<file path="config.mk">
export PLATFORM = sky130hd
export DESIGN_NAME = v2_deque_op_issuer
export DESIGN_NICKNAME = d
export VERILOG_FILES = /design/src/rtl/v2_deque_pkg.sv /design/src/rtl/v2_deque_retry_ctr.sv /design/src/rtl/v2_deque_op_issuer.sv
export SDC_FILE = /design/constraint.sdc
export NUM_CORES = 1
export LEC_CHECK = 0
export ABC_AREA = 1
export CAP_MARGIN = 25
export CORE_MARGIN = 2
export CORE_UTILIZATION = 37
export DETAILED_ROUTE_END_ITERATION = 10
export GPL_ROUTABILITY_DRIVEN = 0
export PLACE_DENSITY = 0.75
export RECOVER_POWER = 25
export SLEW_MARGIN = 30
export SYNTH_ARGS = -nofsm -noshare
export SYNTH_HDL_FRONTEND = slang
export SYNTH_SLANG_ARGS = --single-unit
</file>
<file path="constraint.sdc">
create_clock -name clk -period 1.6 [get_ports clk]
set_input_delay 0.16 -clock clk [delete_from_list [all_inputs] [get_ports clk]]
set_output_delay 0.16 -clock clk [all_outputs]
set_load 0.02 [all_outputs]
</file>
<file path="src/rtl/v2_deque_pkg.sv">
// Types shared by the v2 deque issuer and the v2 deque controller.
package v2_deque_pkg;

   typedef enum logic [1:0] {
      OP_ENQ_BACK  = 2'd0,
      OP_ENQ_FRONT = 2'd1,
      OP_DEQ_FRONT = 2'd2,
      OP_DEQ_BACK  = 2'd3
   } op_t;

   typedef enum logic [1:0] {
      ST_IDLE,
      ST_ISSUE,
      ST_WAIT,
      ST_RESP
   } state_t;

   localparam int NUM_OPS = 4;

   // One-hot request lane for an opcode; bit order follows op_t encoding.
   function automatic logic [NUM_OPS-1:0] op_onehot(input op_t op);
      op_onehot     = '0;
      op_onehot[op] = 1'b1;
   endfunction

endpackage

</file>
<file path="src/rtl/v2_deque_retry_ctr.sv">
// Saturating retry counter: clear on a new command, step once per failed attempt.
module v2_deque_retry_ctr #(
   parameter int p_max_retry  = 15,
   parameter int p_retrywidth = $clog2(p_max_retry + 1)
) (
   input  logic clk,
   input  logic rst,
   input  logic clr,
   input  logic inc,
   output logic done
);

   // A zero-retry build still needs a one-bit counter to hold the value 0.
   localparam int CW = (p_retrywidth < 1) ? 1 : p_retrywidth;
   localparam logic [CW-1:0] MAX_CNT = CW'(p_max_retry);

   logic [CW-1:0] cnt_reg;

   always_ff @(posedge clk) begin
      if (rst || clr) begin
         cnt_reg <= '0;
      end else if (inc && (cnt_reg != MAX_CNT)) begin
         cnt_reg <= cnt_reg + 1'b1;
      end
   end

   assign done = (cnt_reg == MAX_CNT);

endmodule

</file>
<file path="src/rtl/v2_deque_op_issuer.sv">
// Initiator for the v2 deque op handshake: one command in flight, a req pulse per
// attempt, bounded retries, result returned on a val/rdy response port.
module v2_deque_op_issuer
   import v2_deque_pkg::*;
#(
   parameter int p_bitwidth   = 32,
   parameter int p_max_retry  = 15,
   parameter int p_retrywidth = $clog2(p_max_retry + 1)
) (
   input  logic                  clk,
   input  logic                  rst,
   input  logic                  cmd_val,
   output logic                  cmd_rdy,
   input  logic [1:0]            cmd_op,
   input  logic [p_bitwidth-1:0] cmd_data,
   output logic                  resp_val,
   input  logic                  resp_rdy,
   output logic [1:0]            resp_op,
   output logic [p_bitwidth-1:0] resp_data,
   output logic                  resp_err,
   output logic                  enq_back_req,
   output logic                  enq_front_req,
   output logic                  deq_front_req,
   output logic                  deq_back_req,
   input  logic                  enq_back_cpl,
   input  logic                  enq_front_cpl,
   input  logic                  deq_front_cpl,
   input  logic                  deq_back_cpl,
   output logic [p_bitwidth-1:0] enq_back_data,
   output logic [p_bitwidth-1:0] enq_front_data,
   input  logic [p_bitwidth-1:0] deq_front_data,
   input  logic [p_bitwidth-1:0] deq_back_data
);

   state_t                state_reg;
   op_t                   op_reg;
   op_t                   resp_op_reg;
   logic [p_bitwidth-1:0] data_reg;
   logic [p_bitwidth-1:0] resp_data_reg;
   logic                  resp_err_reg;
   logic [NUM_OPS-1:0]    req_reg;
   logic [NUM_OPS-1:0]    req_gated;
   logic [NUM_OPS-1:0]    cpl_vec;
   logic                  cpl_match;
   logic [p_bitwidth-1:0] deq_data;
   logic                  retry_clr;
   logic                  retry_inc;
   logic                  retry_done;
   logic                  op_active;

   // Only the completion lane of the issued op counts; others are spurious.
   assign cpl_vec   = {deq_back_cpl, deq_front_cpl, enq_front_cpl, enq_back_cpl};
   assign cpl_match = cpl_vec[op_reg];
   assign deq_data  = (op_reg == OP_DEQ_BACK)  ? deq_back_data  :
                      (op_reg == OP_DEQ_FRONT) ? deq_front_data : '0;

   assign retry_clr = (state_reg == ST_IDLE) && cmd_val;
   assign retry_inc = (state_reg == ST_WAIT) && !cpl_match && !retry_done;

   v2_deque_retry_ctr #(
      .p_max_retry  (p_max_retry),
      .p_retrywidth (p_retrywidth)
   ) u_retry_ctr (
      .clk  (clk),
      .rst  (rst),
      .clr  (retry_clr),
      .inc  (retry_inc),
      .done (retry_done)
   );

   // req_reg is loaded on entry to ISSUE, so each pulse is exactly one cycle wide.
   always_ff @(posedge clk) begin
      if (rst) begin
         state_reg     <= ST_IDLE;
         op_reg        <= OP_ENQ_BACK;
         data_reg      <= '0;
         req_reg       <= '0;
         resp_op_reg   <= OP_ENQ_BACK;
         resp_data_reg <= '0;
         resp_err_reg  <= 1'b0;
      end else begin
         req_reg <= '0;
         case (state_reg)
            ST_IDLE: begin
               if (cmd_val) begin
                  op_reg    <= op_t'(cmd_op);
                  data_reg  <= cmd_data;
                  req_reg   <= op_onehot(op_t'(cmd_op));
                  state_reg <= ST_ISSUE;
               end
            end
            ST_ISSUE: begin
               state_reg <= ST_WAIT;
            end
            ST_WAIT: begin
               if (cpl_match) begin
                  resp_op_reg   <= op_reg;
                  resp_data_reg <= deq_data;
                  resp_err_reg  <= 1'b0;
                  state_reg     <= ST_RESP;
               end else if (!retry_done) begin
                  req_reg   <= op_onehot(op_reg);
                  state_reg <= ST_ISSUE;
               end else begin
                  resp_op_reg   <= op_reg;
                  resp_data_reg <= '0;
                  resp_err_reg  <= 1'b1;
                  state_reg     <= ST_RESP;
               end
            end
            ST_RESP: begin
               if (resp_rdy) begin
                  state_reg <= ST_IDLE;
               end
            end
            default: begin
               state_reg <= ST_IDLE;
            end
         endcase
      end
   end

   genvar gi;
   generate
      for (gi = 0; gi < NUM_OPS; gi = gi + 1) begin : g_req
         assign req_gated[gi] = req_reg[gi] & ~rst;
      end
   endgenerate

   assign enq_back_req  = req_gated[OP_ENQ_BACK];
   assign enq_front_req = req_gated[OP_ENQ_FRONT];
   assign deq_front_req = req_gated[OP_DEQ_FRONT];
   assign deq_back_req  = req_gated[OP_DEQ_BACK];

   assign op_active      = (state_reg == ST_ISSUE) || (state_reg == ST_WAIT);
   assign enq_back_data  = op_active ? data_reg : '0;
   assign enq_front_data = op_active ? data_reg : '0;

   assign cmd_rdy   = (state_reg == ST_IDLE) && !rst;
   assign resp_val  = (state_reg == ST_RESP) && !rst;
   assign resp_op   = resp_op_reg;
   assign resp_data = resp_data_reg;
   assign resp_err  = resp_err_reg;

endmodule

</file>
==> flow_summary.rst <==
.. list-table::
   :header-rows: 1

   * - Metric
     - Value
   * - Most common library cell in the layout ignoring fill and taps
     - clkdlybuf4s50_1
   * - Remaining global-route overflow
     - 0
   * - Chip height
     - 110 um
   * - CP startpoint kind
     - flip-flop
   * - CP endpoint kind
     - output port
   * - LEAKAGE
     - 3.25 nW
   * - Setup WS post-layout
     - -0.104 ns
   * - Flop pwr share
     - 0.286
   * - Launch point of the worst hold path
     - rst
   * - Clock Power Share
     - 0.258
   * - Max-cap violations
     - 0
   * - Synthesized instance count
     - 603
   * - Layout Cells excl Fill
     - 933
   * - Global-route met1 utilization
     - 0.226
   * - Number of sinks driven by the clock tree
     - 79
   * - Highest clock frequency the design can meet
     - 587 MHz
   * - Number of rows in the core area
     - 38
   * - Outcome
     - finished with violations
   * - Total Die Area
     - 12100 um^2
   * - Final hold viol count
     - 0
   * - Crit path required time
     - 1.44 ns
   * - FF+latch count, synth
     - 79
   * - Sw power
     - 2.97 mW
   * - Wire length of the first global-routing pass
     - 19100 um
   * - Clock input transition at the sequential cells of the worst setup and hold paths
     - 0.06 ns
   * - Met3 layer usage reported by global route
     - 0.0488
   * - Root buffer cell
     - clkbuf_16
   * - Effective utilization at floorplan
     - 0.381
   * - Max FO, Critical Path
     - 8
   * - CTS H-tree lvls
     - 3
   * - Boundary pin count
     - 211
   * - Cell total after placement
     - 906
   * - Switching share of power
     - 0.356
   * - Total Routed Length
     - 12900 um
   * - Yosys cell types
     - 26
   * - Worst relative slew slack
     - 0.729
   * - Measured slew at the worst slew-check pin
     - 0.407 ns
   * - Net count reported at finish
     - 899
   * - Clock Latency Late Sink
     - 0.33 ns
   * - Final routed wire length divided by cell count
     - 13.8 um
   * - Post-detailed-route via-to-cell ratio
     - 4.71
   * - Area of the mapped netlist
     - 4170 um^2
   * - Sequential-to-total area share from yosys stat
     - 0.379
   * - Number of iterations in the first detailed-routing pass
     - 4
   * - Area added between synthesis and finish
     - 71.4%
   * - DIE WIDTH
     - 110 um
   * - Antenna violations before repair
     - 0
   * - Beginning of the worst register-to-register path
     - u_retry_ctr.cnt_reg[0]
   * - Number of remaining DRC errors
     - 0
   * - Setup repair after global routing missed its margin
     - true
   * - Placeable Area
     - 10900 um^2
   * - Crit Path Category
     - flip-flop to output port
   * - Synthesized area divided by synthesized cell count
     - 6.91 um^2
   * - Fraction of layout cells with a size suffix above 1
     - 0.296
   * - Final Max Slew Viols
     - 0
   * - Maximum clock skew at final layout
     - 0.00788 ns
   * - Synth Warn #
     - 0
   * - Number of setup violations in the final report
     - 47
   * - Fill cell instance count of the final layout
     - 890
   * - Overall track demand over capacity in global routing
     - 0.199
   * - Worst Hold Class
     - input port to flip-flop
   * - CTS Buffer Depth
     - 2
   * - Total power consumption of the routed design
     - 8.34 mW
   * - Combinational cell fraction of total power
     - 0.457
   * - Design internal power
     - 5.37 mW
   * - Met2 track demand over resource in global routing
     - 0.376
   * - Total power divided by cell area
     - 1170 nW/um^2
   * - Residual antenna-violating net count after detailed routing
     - 0
   * - DPL Wire Length
     - 9010 um
   * - Most Used Layer, Global Route
     - met2
   * - Maximum number of pins on one net before global-route repair
     - 34
   * - Count of hold-fix buffers inserted at cts
     - 0
   * - CTS tree
     - done
   * - Total via count after detailed routing
     - 4390
   * - Violated checks
     - setup timing
   * - WP data arrival
     - 1.54 ns
   * - Diode insertion count for antenna repair
     - 0
   * - Most used cells in the layout excluding fill and tap cells
     - clkdlybuf4s50_1 (141), nand2_1 (125), nor2_1 (78)
   * - Synth Net Count
     - 713
   * - CTS buffer count
     - 9
   * - Final worst-path cycle share
     - 1.07
   * - Vias in the first global route
     - 4148
   * - Critical Path Source
     - state_reg[1]
   * - Worst-case vdd ir drop
     - 0.774 mV
   * - Initial detailed-routing violation count
     - 128
   * - Shortest clock period the worst path allows after layout
     - 1.70 ns
   * - Port Buffers
     - 210
## synthesized netlist by cell type, drive strengths merged
library cell,count,area share
a21oi,43,0.061
buf,52,0.086
nand3,72,0.12
nor2,79,0.072
o31a,1,0.0021
nand3b,1,0.0018
nand2,162,0.15
o21ai,36,0.043
clkinv,1,0.00090
inv,53,0.048
xor2,1,0.0021
dfxtp,79,0.38
clkbuf,17,0.015
xnor2,1,0.0021
o22ai,1,0.0015
ha,4,0.012
## logic make-up (layout without fill, tap and decap cells)
family	count (synthesis)	after routing	share of synthesized area
XOR/XNOR	2	2	0.00420
AND/OR/NAND/NOR	314	314	0.347
buffers and inverters	123	313	0.150
AO/OA/AOI/OAI	81	81	0.107
flip-flops	79	79	0.379
adder cells (fa/ha/maj)	4	4	0.0120
## through the flow
step | util | setup slack (ns) | area, um^2 | setup TNS, ns | hold slack, ns
2_1_floorplan | - | 0.0403 | 4170 | 0 | 0.299
3_3_place_gp | 0.573 | -0.192 | 6270 | -10.05 | 0.461
3_5_place_dp | 0.573 | -0.214 | 6270 | -11.61 | 0.468
4_1_cts | 0.629 | -0.138 | 6880 | -5.40 | 0.172
5_1_grt | 0.653 | -0.170 | 7140 | -7.27 | 0.209
6_report | 0.653 | -0.104 | 7140 | -3.65 | 0.182
## worst paths after layout
check                                              end  slack, ns  cells after the start
worst max register to register  u_retry_ctr.cnt_reg[3]       0.12                      7
worst max-delay path                  enq_back_data[5]      -0.10                      7
worst min register to register           resp_data[12]       0.47                      2
worst min-delay path                        req_reg[0]       0.18                      2
## per-layer routing
metal,wire (um),vias to the layer above
met3,838,13
met1,5130,2012
li1,-,2235
met4,113,0
met5,0,-
met2,6810,130
## power groups by stage
stage / clock [mW] / combinational (mW) / sequential, mW
floorplan: 0 / 1.60 / 2.32
global placement: 0 / 2.65 / 2.32
detailed placement: 0 / 2.69 / 2.33
CTS: 2.18 / 3.51 / 2.32
global route: 2.28 / 4.08 / 2.40
finish: 2.15 / 3.81 / 2.38
## area by class of cell
type                       instances  area (um^2)  area share
clock buffer                      11          243      0.0340
multi-input combinational        401         2220       0.311
tap                              140          175      0.0245
timing repair buffer             244         2580       0.361
inverter                          54          275      0.0385
sequential                        79         1590       0.222
clock inverter                     4         70.1     0.00981
## repair_timing
action,4_1_cts,5_1_grt
endpoints found under the setup margin,90,89
setup buffers,5,5
gates resized for setup,428,95
pin swaps,7,23
cloned,3,0
## worst max-delay path, stage by stage (launching register included)
cell	delay, ns
dfxtp_2	0.33
inv_2	0.05
ha_4	0.31
buf_12	0.13
buf_16	0.15
nand2_4	0.06
inv_2	0.07
buf_6	0.11
Note: power is estimated with default switching activity, not from simulation.
